[src/rtl/user_key_input.sv]
// Eight-key push-button front end: synchronize, debounce, latch press events,
// count press cycles and raise a maskable level interrupt over a 4-word register map.
module user_key_input #(
  parameter int unsigned DEBOUNCE_CYCLES = 20000,
  parameter bit          KEY_ACTIVE_LOW  = 1'b1
) (
  input  logic        clk,
  input  logic        reset,
  input  logic [7:0]  user_key,
  input  logic [1:0]  addr,
  input  logic        we,
  input  logic [31:0] wdata,
  output logic [31:0] rdata,
  output logic        irq
);

  localparam int unsigned NKEYS   = 8;
  localparam int unsigned CNT_W   = 16;
  localparam logic [CNT_W-1:0] CNT_LAST = CNT_W'(DEBOUNCE_CYCLES - 1);
  localparam logic [NKEYS-1:0] KEY_IDLE = KEY_ACTIVE_LOW ? {NKEYS{1'b1}} : {NKEYS{1'b0}};

  localparam logic [1:0] ADDR_STATE = 2'd0;
  localparam logic [1:0] ADDR_EVENT = 2'd1;
  localparam logic [1:0] ADDR_IRQEN = 2'd2;
  localparam logic [1:0] ADDR_COUNT = 2'd3;

  logic [NKEYS-1:0] r_sync1;
  logic [NKEYS-1:0] r_sync2;
  logic [NKEYS-1:0] r_sample;
  logic [CNT_W-1:0] r_cnt [NKEYS];
  logic [NKEYS-1:0] r_stable;
  logic [NKEYS-1:0] r_event;
  logic [NKEYS-1:0] r_irq_en;
  logic [7:0]       r_count;
  logic             r_irq;

  logic [CNT_W-1:0] w_cnt_nxt [NKEYS];
  logic [NKEYS-1:0] w_stable_nxt;
  logic [NKEYS-1:0] w_press;
  logic [NKEYS-1:0] w_event_clr;
  logic             w_wr_count;
  logic             w_unused;

  assign w_unused = ^wdata[31:8];

  // Per-key debounce: a mismatch must persist DEBOUNCE_CYCLES cycles to be accepted
  always_comb begin
    w_stable_nxt = r_stable;
    for (int i = 0; i < NKEYS; i++) begin
      w_cnt_nxt[i] = '0;
      if (r_sample[i] != r_stable[i]) begin
        if (r_cnt[i] == CNT_LAST) begin
          w_stable_nxt[i] = r_sample[i];
        end else begin
          w_cnt_nxt[i] = CNT_W'(r_cnt[i] + CNT_W'(1));
        end
      end
    end
  end

  assign w_press     = w_stable_nxt & ~r_stable;
  assign w_event_clr = (we && (addr == ADDR_EVENT)) ? wdata[NKEYS-1:0] : '0;
  assign w_wr_count  = we && (addr == ADDR_COUNT);

  always_ff @(posedge clk) begin
    if (reset) begin
      r_sync1  <= KEY_IDLE;
      r_sync2  <= KEY_IDLE;
      r_sample <= '0;
      for (int i = 0; i < NKEYS; i++) r_cnt[i] <= '0;
      r_stable <= '0;
      r_event  <= '0;
      r_irq_en <= '0;
      r_count  <= '0;
      r_irq    <= 1'b0;
    end else begin
      r_sync1  <= user_key;
      r_sync2  <= r_sync1;
      r_sample <= r_sync2 ^ KEY_IDLE;
      for (int i = 0; i < NKEYS; i++) r_cnt[i] <= w_cnt_nxt[i];
      r_stable <= w_stable_nxt;
      // New press wins over a same-cycle W1C clear
      r_event  <= (r_event & ~w_event_clr) | w_press;
      if (we && (addr == ADDR_IRQEN)) r_irq_en <= wdata[NKEYS-1:0];
      if (w_wr_count) begin
        r_count <= (|w_press) ? 8'd1 : 8'd0;
      end else if ((|w_press) && (r_count != 8'hFF)) begin
        r_count <= 8'(r_count + 8'd1);
      end
      r_irq    <= |(r_event & r_irq_en);
    end
  end

  always_comb begin
    rdata = '0;
    case (addr)
      ADDR_STATE: rdata = {24'b0, r_stable};
      ADDR_EVENT: rdata = {24'b0, r_event};
      ADDR_IRQEN: rdata = {24'b0, r_irq_en};
      default:    rdata = {24'b0, r_count};
    endcase
  end

  assign irq = r_irq;

endmodule
[config.mk]
export PLATFORM = sky130hd
export DESIGN_NAME = user_key_input
export DESIGN_NICKNAME = d
export VERILOG_FILES = /design/src/rtl/user_key_input.sv
export SDC_FILE = /design/constraint.sdc
export NUM_CORES = 1
export LEC_CHECK = 0
export CAP_MARGIN = 20
export CORE_ASPECT_RATIO = 1.75
export CORE_UTILIZATION = 40
export CTS_CLUSTER_SIZE = 14
export DETAILED_ROUTE_END_ITERATION = 7
export PLACE_DENSITY = 0.66
export SLEW_MARGIN = 30
export SYNTH_ARGS = -nofsm -noshare
export SYNTH_HDL_FRONTEND = slang
export SYNTH_SLANG_ARGS = --single-unit
[constraint.sdc]
create_clock -name clk -period 3.3 [get_ports clk]
set_input_delay 0.99 -clock clk [delete_from_list [all_inputs] [get_ports clk]]
set_output_delay 0.99 -clock clk [all_outputs]
set_load 0.01 [all_outputs]
# --- After elaboration in Yosys (flattened, before gate mapping) ---
# Memories as Yosys holds them, arrays and structs flattened.
# Cells that the tools add are included.
word_totals:
  reg_bits: 57
  ram_bits: 128
  latchBits: 0
  in_bits: 45
  romBits: 0
  output_inout_bits: 33
  memories: 1
memory_table:
  columns: ["memory", "words", "width", "rd", "rd_ports_with_merged_regs", "wr", "line", "text"]
  rows:
  - ["r_cnt", 8, 16, 8, 0, 8, "30", "logic [CNT_W-1:0] r_cnt [NKEYS];"]
classes:
  n_lt_le_gt_ge: 0
  reduce_logical: 8
  mux: 48
  multipliers: 0
  n_div: 0
  shifts: 0
  bitwise: 15
  add_sub_neg: 9
  eq_ne: 20
op_table:
  columns: ["op", "count"]
  rows:
  - ["$mux W16", 24]
  - ["$add A16 B1 Y16 const B", 8]
  - ["$eq A16 B15 Y1 const B", 8]
  - ["$and A8 B8 Y8", 3]
  - ["$mux W8", 3]
  - ["$not A8 Y8", 3]
  - ["$pmux W8 S3", 1]
  - ["$mux W1", 20]
  - ["$reduce_or A8 Y1", 2]
  - ["$add A8 B1 Y8 const B", 1]
  - ["$ne A1 B1 Y1", 8]
  - ["$ne A8 B8 Y1 const B", 1]
  - ["$or A1 B1 Y1", 8]
  - ["$or A8 B8 Y8", 1]
  - ["$eq A2 B2 Y1 const B", 2]
  - ["$logic_and A1 B1 Y1", 4]
  - ["$eq A2 B1 Y1 const B", 1]
  - ["$logic_not A2 Y1", 1]
  - ["$reduce_bool A2 Y1", 1]

# --- Depth between registers and ports, before layout ---
# Gate-level depths: netlist (run 1).
# An unclocked memory read counts as a cell.
logic_depth:
  word_depth: 9
  ltp_mapped: 8
  mapped_depth_nobuf: 7

# --- Worst setup path before layout (run 1) ---
# No wires, ideal clock.
synth_timing:
  kind: "input to output"
  startpoint: "input port addr[0]"
  endpoint: "output port rdata[0]"
  slack_ps: 269
  required_ps: 2310
  cell_stages: 2
  arrival_time_ps: 2041
  path_cell_list: "buf_1 mux4_2"
synth_between:
  elab_chain_cells: 2
synth_lines:
  columns: ["item", "line", "text"]
  rows:
  - ["from (decl)", "10", "input logic [1:0] addr,"]
  - ["$eq A2 B2 Y1 (tied with other cells)", "96", "case (addr)"]
  - ["$pmux W8 S3 (*)", "96", null]
  - ["to (decl)", "13", "output logic [31:0] rdata,"]
# Every way passes the cells marked *; elsewhere a longest branch is shown, timed or not.

# --- Worst setup path after layout (run 1) ---
layout_timing:
  startpoint: "input port addr[0]"
  endpoint: "output port rdata[4]"
# The elaborated chain is that of the path after synthesis.

==> results by group, run 1 <==
Detailed routing
  – First-pass DRT Iterations: 5
  – Vias per cell: 5.06
  – Drt first-iter violations: 265
  – Antenna Violating Nets Remaining: 0
  – Final WL: 15.0 mm
  – Routed length per placed instance: 12.8 microns
  – DRC errors left: 0
  – Via Count: 5938

Pwr
  – Overall Power: 4400 uW
  – Part of the power in registers: 51.3%
  – Combinational share of power: 2.7%
  – Peak supply drop: 326 uV
  – Switching Fraction: 21.6%
  – Int Power: 3450 uW
  – Clock share of power: 46.0%
  – Net switching power: 949 uW
  – PwrDens: 481 nW/um^2
  – Leak: 0.00310 uW

STA
  – RSZ-0062 raised after global routing: no
  – Relative slew slack: 56.3%
  – Final Hold Fails: 0
  – Final worst path period share: 98.6%
  – Post-Route Skew: 0.0123 ns
  – Minimum clock period: 3.25 ns
  – Worst Tran Pin Value: 0.650 ns
  – Max Freq: 307 MHz
  – Final setup vio count: 0
  – Pins Over Slew Limit: 0

Placement
  – DP Area: 8520 sq um
  – DP Cell Count: 1141
  – Global placement routability congestion: 0.783
  – PortBufs: 29
  – DP HPWL: 10.6 mm

Cells and area
  – Final #Nets: 971
  – Post-route cell area: 9140 sq um
  – Proportion of layout cells with a drive suffix above 1: 8.29%
  – Antenna Cells: 0
  – Final std cells w/o fill: 1174
  – Fillers: 1935
  – P&R area growth vs syn: 13.3%

Clock network
  – Clock transition at path regs: 0.07 ns
  – Number of hold buffers added after CTS: 0
  – CTS tree: done
  – CTS Buf Count: 17
  – Clk sinks: 185
  – CTS max path bufs: 2
  – Worst-Skew Late Latency: 0.43 ns
  – Root Buffer: clkbuf_16
  – Htree depth: 4

Critical path
  – CP Max Fanout: 4
  – Reg2Reg Capture Point: r_count[7]
  – CP Class: primary input to primary output
  – Worst reg2reg startpoint: r_cnt[0][32]
  – Worst EP required: 2.31 ns
  – Reg2Reg Depth: 8
  – WP data arrival: 2.26 ns
  – Startpoint types: primary input
  – FF-to-FF setup slack: 0.83 ns
  – Setup crit end kind: primary output

Floorplan
  – Die width: 109 microns
  – Number of placement rows: 68
  – CORE AREA: 19700 sq um
  – Die area: 20800 sq um
  – Die Y: 190 microns
  – I/O pin cnt: 78
  – Starting Density: 40.9%

Yosys
  – Synth cell types: 49
  – Post-synthesis cell area: 8070 sq um
  – Number of enable flip-flop cells after synthesis: 0
  – Mapped Avg Cell Area: 9.05 sq um
  – Most used DFF post-synth: dfxtp_1
  – Seq cells post-synth: 185
  – Asr flop ratio synth: 0%
  – Synth Warn #: 0
  – Syn Inst Count: 891
  – Seq/Total Area, Yosys: 45.9%

Worst hold path
  – Hold path endpoint: r_sample[7]
  – Hold Crit Start: r_sync2[7]
  – Hold Path Depth: 1
  – Hold Crit Class: flop to flop

GRT
  – Antenna violations before repair: 0
  – First-pass GRT wire length: 26.1 mm
  – Congestion Overflow GR: 0
  – Number of global-route vias before repair: 5733
  – Pin count of the biggest net entering global routing: 35
  – Total track usage: 15.8%

Run
  – # Max-Cap Violations: 0

Run status
  – Run status: complete, no violations
[Yosys cell counts, types with 2 or more instances]
| library cell | instances | area [sq um] |
|---|---|---|
| xnor2_1 | 43 | 377 |
| xor2_1 | 55 | 482 |
| clkbuf_1 | 27 | 101 |
| inv_1 | 23 | 86.3 |
| a21oi_1 | 25 | 125 |
| a22oi_1 | 10 | 75.1 |
| or4b_4 | 2 | 27.5 |
| nor4_4 | 4 | 85.1 |
| or4_4 | 2 | 22.5 |
| o21ai_0 | 22 | 110 |
| or3b_2 | 2 | 17.5 |
| nand3b_1 | 3 | 22.5 |
| buf_4 | 24 | 180 |
| nor3b_1 | 2 | 15.0 |
| mux2i_1 | 20 | 200 |
| ha_1 | 9 | 113 |
| nand4_1 | 23 | 144 |
| nor2_1 | 158 | 593 |
| a22o_1 | 3 | 26.3 |
| and4b_1 | 3 | 30.0 |
| nor3_1 | 11 | 55.1 |
| dfxtp_1 | 185 | 3700 |
| nor2b_1 | 9 | 56.3 |
| nand2b_1 | 6 | 37.5 |
| nand2_1 | 51 | 191 |
| or4b_1 | 4 | 40.0 |
| and3_1 | 23 | 144 |
| or2_2 | 17 | 106 |
| and4_1 | 6 | 52.6 |
| nand4b_1 | 4 | 35.0 |
| and2_1 | 3 | 18.8 |
| nand3_1 | 51 | 255 |
| nor4b_1 | 3 | 26.3 |
| mux4_2 | 8 | 180 |
| o32ai_1 | 2 | 17.5 |
| nor4_1 | 5 | 31.3 |
| or3_1 | 31 | 194 |
[registers in the layout, indices dropped and copies added, names as in the netlist]
register  cells
r_cnt       128
r_count       8
r_event       8
r_irq_en      8
r_sample      8
r_stable      8
r_sync1       8
r_sync2       8
irq           1
[kinds of logic after synthesis]
group / count (synthesis) / synth area share (%)
flip-flops: 185 / 45.9
other: 1 / 0.0465
adder cells (fa/ha/maj): 9 / 1.40
multiplexers: 28 / 4.72
AND/OR/NAND/NOR: 425 / 27.5
AO/OA/AOI/OAI: 68 / 4.96
XOR/XNOR: 98 / 10.6
buffers and inverters: 77 / 4.81
[cells in the final DEF, fill, tap and decap left out, types with 5 or more instances in the layout]
master / Yosys / layout
nor3_1: 11 / 11
xnor2_1: 43 / 43
o21ai_0: 22 / 22
clkdlybuf4s50_1: 0 / 19
and3_1: 23 / 23
nand2b_1: 6 / 6
ha_1: 9 / 9
conb_1: 1 / 24
dfxtp_1: 185 / 185
nand3_1: 51 / 51
nor2_1: 158 / 158
dlygate4sd2_1: 0 / 5
mux2i_1: 20 / 20
nor4_1: 5 / 5
nand2_1: 51 / 51
a21oi_1: 25 / 25
inv_1: 23 / 23
or2_2: 17 / 17
nand4_1: 23 / 23
mux4_2: 8 / 8
or3_1: 31 / 31
a22oi_1: 10 / 10
clkbuf_16: 0 / 17
xor2_1: 55 / 55
buf_4: 24 / 6
nor2b_1: 9 / 9
and4_1: 6 / 6
[metal layers]
| metal | share of wire [%] | track usage, % | routed length (microns) | vias to the layer above |
|---|---|---|---|---|
| met2 | 51 | 27.6 | 7680 | 92 |
| met3 | 2.9 | 3.36 | 439 | 19 |
| met4 | 2.0 | 6.51 | 298 | 0 |
| li1 | - | - | - | 3041 |
| met5 | 0 | 0 | 0 | - |
| met1 | 44 | 18.4 | 6610 | 2786 |
[power groups by stage]
stage | Clock [uW] | Sequential [uW] | Combinational [uW]
3_3_place_gp | 0 | 2310 | 113
3_5_place_dp | 0 | 2310 | 113
4_1_cts | 2070 | 2260 | 119
2_1_floorplan | 0 | 2310 | 86.6
6_report | 2020 | 2260 | 118
5_1_grt | 2170 | 2260 | 131
[timing repair]
item,4_1_cts,5_1_grt
setup buffers,1,0
gates resized for setup,15,0
endpoints found under the setup margin,8,0
[how the worst max path moves through the flow]
| stage | startpoint | end | cells past startpoint |
|---|---|---|---|
| after floorplan | addr[0] | rdata[0] | 2 |
| after global placement | addr[0] | rdata[6] | 4 |
| after detailed placement | addr[0] | rdata[6] | 4 |
| after CTS | addr[0] | rdata[4] | 4 |
| after global routing | addr[1] | rdata[2] | 4 |
| final | addr[0] | rdata[4] | 4 |
[cell type report]
cell class,instances,area (sq um),area share (%)
multi-input combinational,652,4060,44.4
clock buffer,19,443,4.85
clock inverter,12,141,1.55
sequential,185,3700,40.5
inverter,23,86.3,0.944
tap,245,307,3.35
timing repair buffer,38,399,4.37
[critical path: stages]
cell and delay (ns):
clkdlybuf4s15_2 0.22, bufbuf_16 0.27, mux4_2 0.49, dlygate4sd2_1 0.30
[through the flow]
stage	hold WS (ns)	util [%]	setup WS [ns]	TNS, ns
6_report	0.383	46.3	0.0467	0
5_1_grt	0.400	46.3	0.00138	0
4_1_cts	0.383	46.3	0.0279	0
3_5_place_dp	0.373	43.2	-0.415	-2.91
3_3_place_gp	0.371	43.2	-0.415	-2.95
2_1_floorplan	0.363	-	0.269	0
Note: power is estimated with default switching activity, not from simulation.
==> inputs of run 2 (changes only) <==
- RECOVER_POWER: default -> 50
==> run 2 against run 1 <==
  * Die area unchanged
  * Non-clock buffer count unchanged
  * Register-to-register slack better by 0.02 ns
  * Wire length down 0.13%
  * Flip-flop and latch count unchanged
  * Sequential power about the same
  * Via count down 0.25%
  * Power about the same
  * Largest cell class unchanged
  * Largest power group unchanged
==> results by group, run 2 (synthesized netlist as in run 1, its figures left out) <==
Run status
  – Run status: complete, no violations

Critical path
  – WP data arrival: 2.26 ns (about the same)
  – Critical path, cell by cell: clkdlybuf4s15_2, bufbuf_16, mux4_2, dlygate4sd2_1
  – Buf+Inv Stages, Crit Path: 3 (unchanged)
  – Worst EP required: 2.31 ns (about the same)
  – CP Class: primary input to primary output
  – CP Max Fanout: 4 (unchanged)
  – Slowest cell on the critical path: mux4_2
  – Largest delay contributor family on the critical path: buffers and inverters
  – Setup crit end kind: primary output
  – Startpoint types: primary input
  – Crit path largest cell delay: 0.49 ns (about the same)

Pwr
  – Combinational share of power: 2.6% (about the same)
  – Leak: 0.00309 uW (-0.57%)
  – Peak supply drop: 326 uV (about the same)
  – Net switching power: 953 uW (+0.40%)
  – PwrDens: 482 nW/um^2 (+0.21%)
  – Switching Fraction: 21.7% (+0.080 points)
  – Part of the power in registers: 51.3% (about the same)
  – Int Power: 3450 uW (about the same)
  – Clock share of power: 46.0% (about the same)

STA
  – Final setup vio count: 0 (unchanged)
  – Final worst path period share: 98.5% (-0.12 points)
  – Final hold slack: 0.383 ns (+0.000266 ns)
  – Relative slew slack: 1.10% (-55 points)
  – Post-Route Skew: 0.0107 ns (-0.00163 ns)
  – Worst Tran Pin Value: 1.48 ns (+0.834 ns)
  – Pins Over Slew Limit: 0 (unchanged)
  – Final Hold Fails: 0 (unchanged)
  – PnR worst setup slack: 0.0508 ns (+0.00409 ns)
  – Minimum clock period: 3.25 ns (-0.00409 ns)
  – RSZ-0062 raised after global routing: no
  – Max Freq: 308 MHz (+0.13%)

Clock network
  – CTS Buf Count: 17 (unchanged)
  – CTS tree: done
  – Clk sinks: 185 (unchanged)
  – Htree depth: 4 (unchanged)
  – CTS max path bufs: 2 (unchanged)
  – Worst-Skew Late Latency: 0.44 ns (about the same)
  – Clock transition at path regs: 0.07 ns (about the same)
  – Root Buffer: clkbuf_16
  – Number of hold buffers added after CTS: 0 (unchanged)

Cells and area
  – Multi-input logic area: 4060 sq um (unchanged)
  – Proportion of layout cells with a drive suffix above 1: 7.75% (-0.54 points)
  – Antenna Cells: 0 (unchanged)
  – Most flops, register: r_cnt
  – P&R area growth vs syn: 13.1%
  – Fillers: 1941 (+0.31%)
  – Commonest cells after routing, fill and taps aside: 185 x dfxtp_1, 158 x nor2_1, 55 x xor2_1, 51 x nand2_1, 51 x nand3_1
  – Final #Nets: 971 (unchanged)
  – Register area: 3700 sq um (unchanged)
  – Largest register FFs: 128 (unchanged)
  – Leading cell type in the layout, fill and taps excluded: dfxtp_1

Floorplan
  – Die width: 109 microns (unchanged)
  – CORE AREA: 19700 sq um (unchanged)
  – Starting Density: 40.9% (unchanged)
  – I/O pin cnt: 78 (unchanged)
  – Die area: 20800 sq um (unchanged)
  – Number of placement rows: 68 (unchanged)
  – Die Y: 190 microns (unchanged)

Detailed routing
  – DRC errors left: 0 (unchanged)
  – Final WL: 15.0 mm (-0.13%)
  – First-pass DRT Iterations: 4 (-1)
  – Drt first-iter violations: 257 (-3.0%)
  – Antenna Violating Nets Remaining: 0 (unchanged)
  – Routed length per placed instance: 12.8 microns (-0.13%)
  – Via Count: 5923 (-0.25%)
  – Vias per cell: 5.05 (-0.25%)

Placement
  – Global placement routability congestion: 0.783 (unchanged)
  – DP HPWL: 10.6 mm (unchanged)
  – Post-place setup slack: -0.415 ns (unchanged)
  – PortBufs: 29 (unchanged)

GRT
  – Antenna violations before repair: 0 (unchanged)
  – Congestion Overflow GR: 0 (unchanged)
  – Total track usage: 15.8% (unchanged)
  – Pin count of the biggest net entering global routing: 35 (unchanged)
  – Number of global-route vias before repair: 5733 (unchanged)
  – First-pass GRT wire length: 26.1 mm (unchanged)

Worst hold path
  – Hold Crit Class: flop to flop

Run
  – # Max-Cap Violations: 0 (unchanged)
## run 2: layout make-up
| type | instances | share of cell area (%) |
|---|---|---|
| clock inverters | 12 | 1.55 |
| multi-input cells | 652 | 44.5 |
| repair buffers | 38 | 4.20 |
| well taps | 245 | 3.36 |
| clock buffers | 19 | 4.85 |
| flip-flops and latches | 185 | 40.6 |
| inverters | 23 | 0.946 |
## run 2: final timing paths
path                startpoint     endpoint  slack [ns]  depth (start not counted)
setup / recovery       addr[0]     rdata[4]        0.05                          4
hold / removal      r_sync2[7]  r_sample[7]        0.38                          1
setup reg to reg  r_cnt[0][32]   r_count[7]        0.85                          8
hold reg to reg     r_sync2[7]  r_sample[7]        0.38                          1
## run 2: power by group through the flow
stage	Combinational, uW	Sequential [uW]	Clock [uW]
floorplan	86.6	2310	0
global placement	113	2310	0
detailed placement	113	2310	0
CTS	119	2260	2070
global route	129	2260	2170
finish	116	2260	2020
## run 2: repair_timing
item,in CTS,in global routing
hold endpoints to repair,0,0
resized for setup,15,0
endpoints found under the setup margin,8,0
setup buffers,1,0
## run 2: metrics by stage
step / cells / TNS (ns) / instance area [sq um] / power (uW) / util (%)
3_5_place_dp: 1141 / -2.91 / 8520 / 2420 / 43.2
6_report: 1174 / 0 / 9130 / 4400 / 46.2
3_3_place_gp: 1141 / -2.95 / 8520 / 2420 / 43.2
4_1_cts: 1174 / 0 / 9140 / 4450 / 46.3
2_1_floorplan: 914 / 0 / 8150 / 2390 / -
5_1_grt: 1174 / 0 / 9130 / 4560 / 46.2
## run 2: layer usage
metal	vias up	GRT usage (%)	part of all wire, %
met2	81	27.6	51
met3	20	3.36	2.5
met4	0	6.51	2.3
met1	2778	18.4	44
li1	3044	-	-
met5	-	0	0
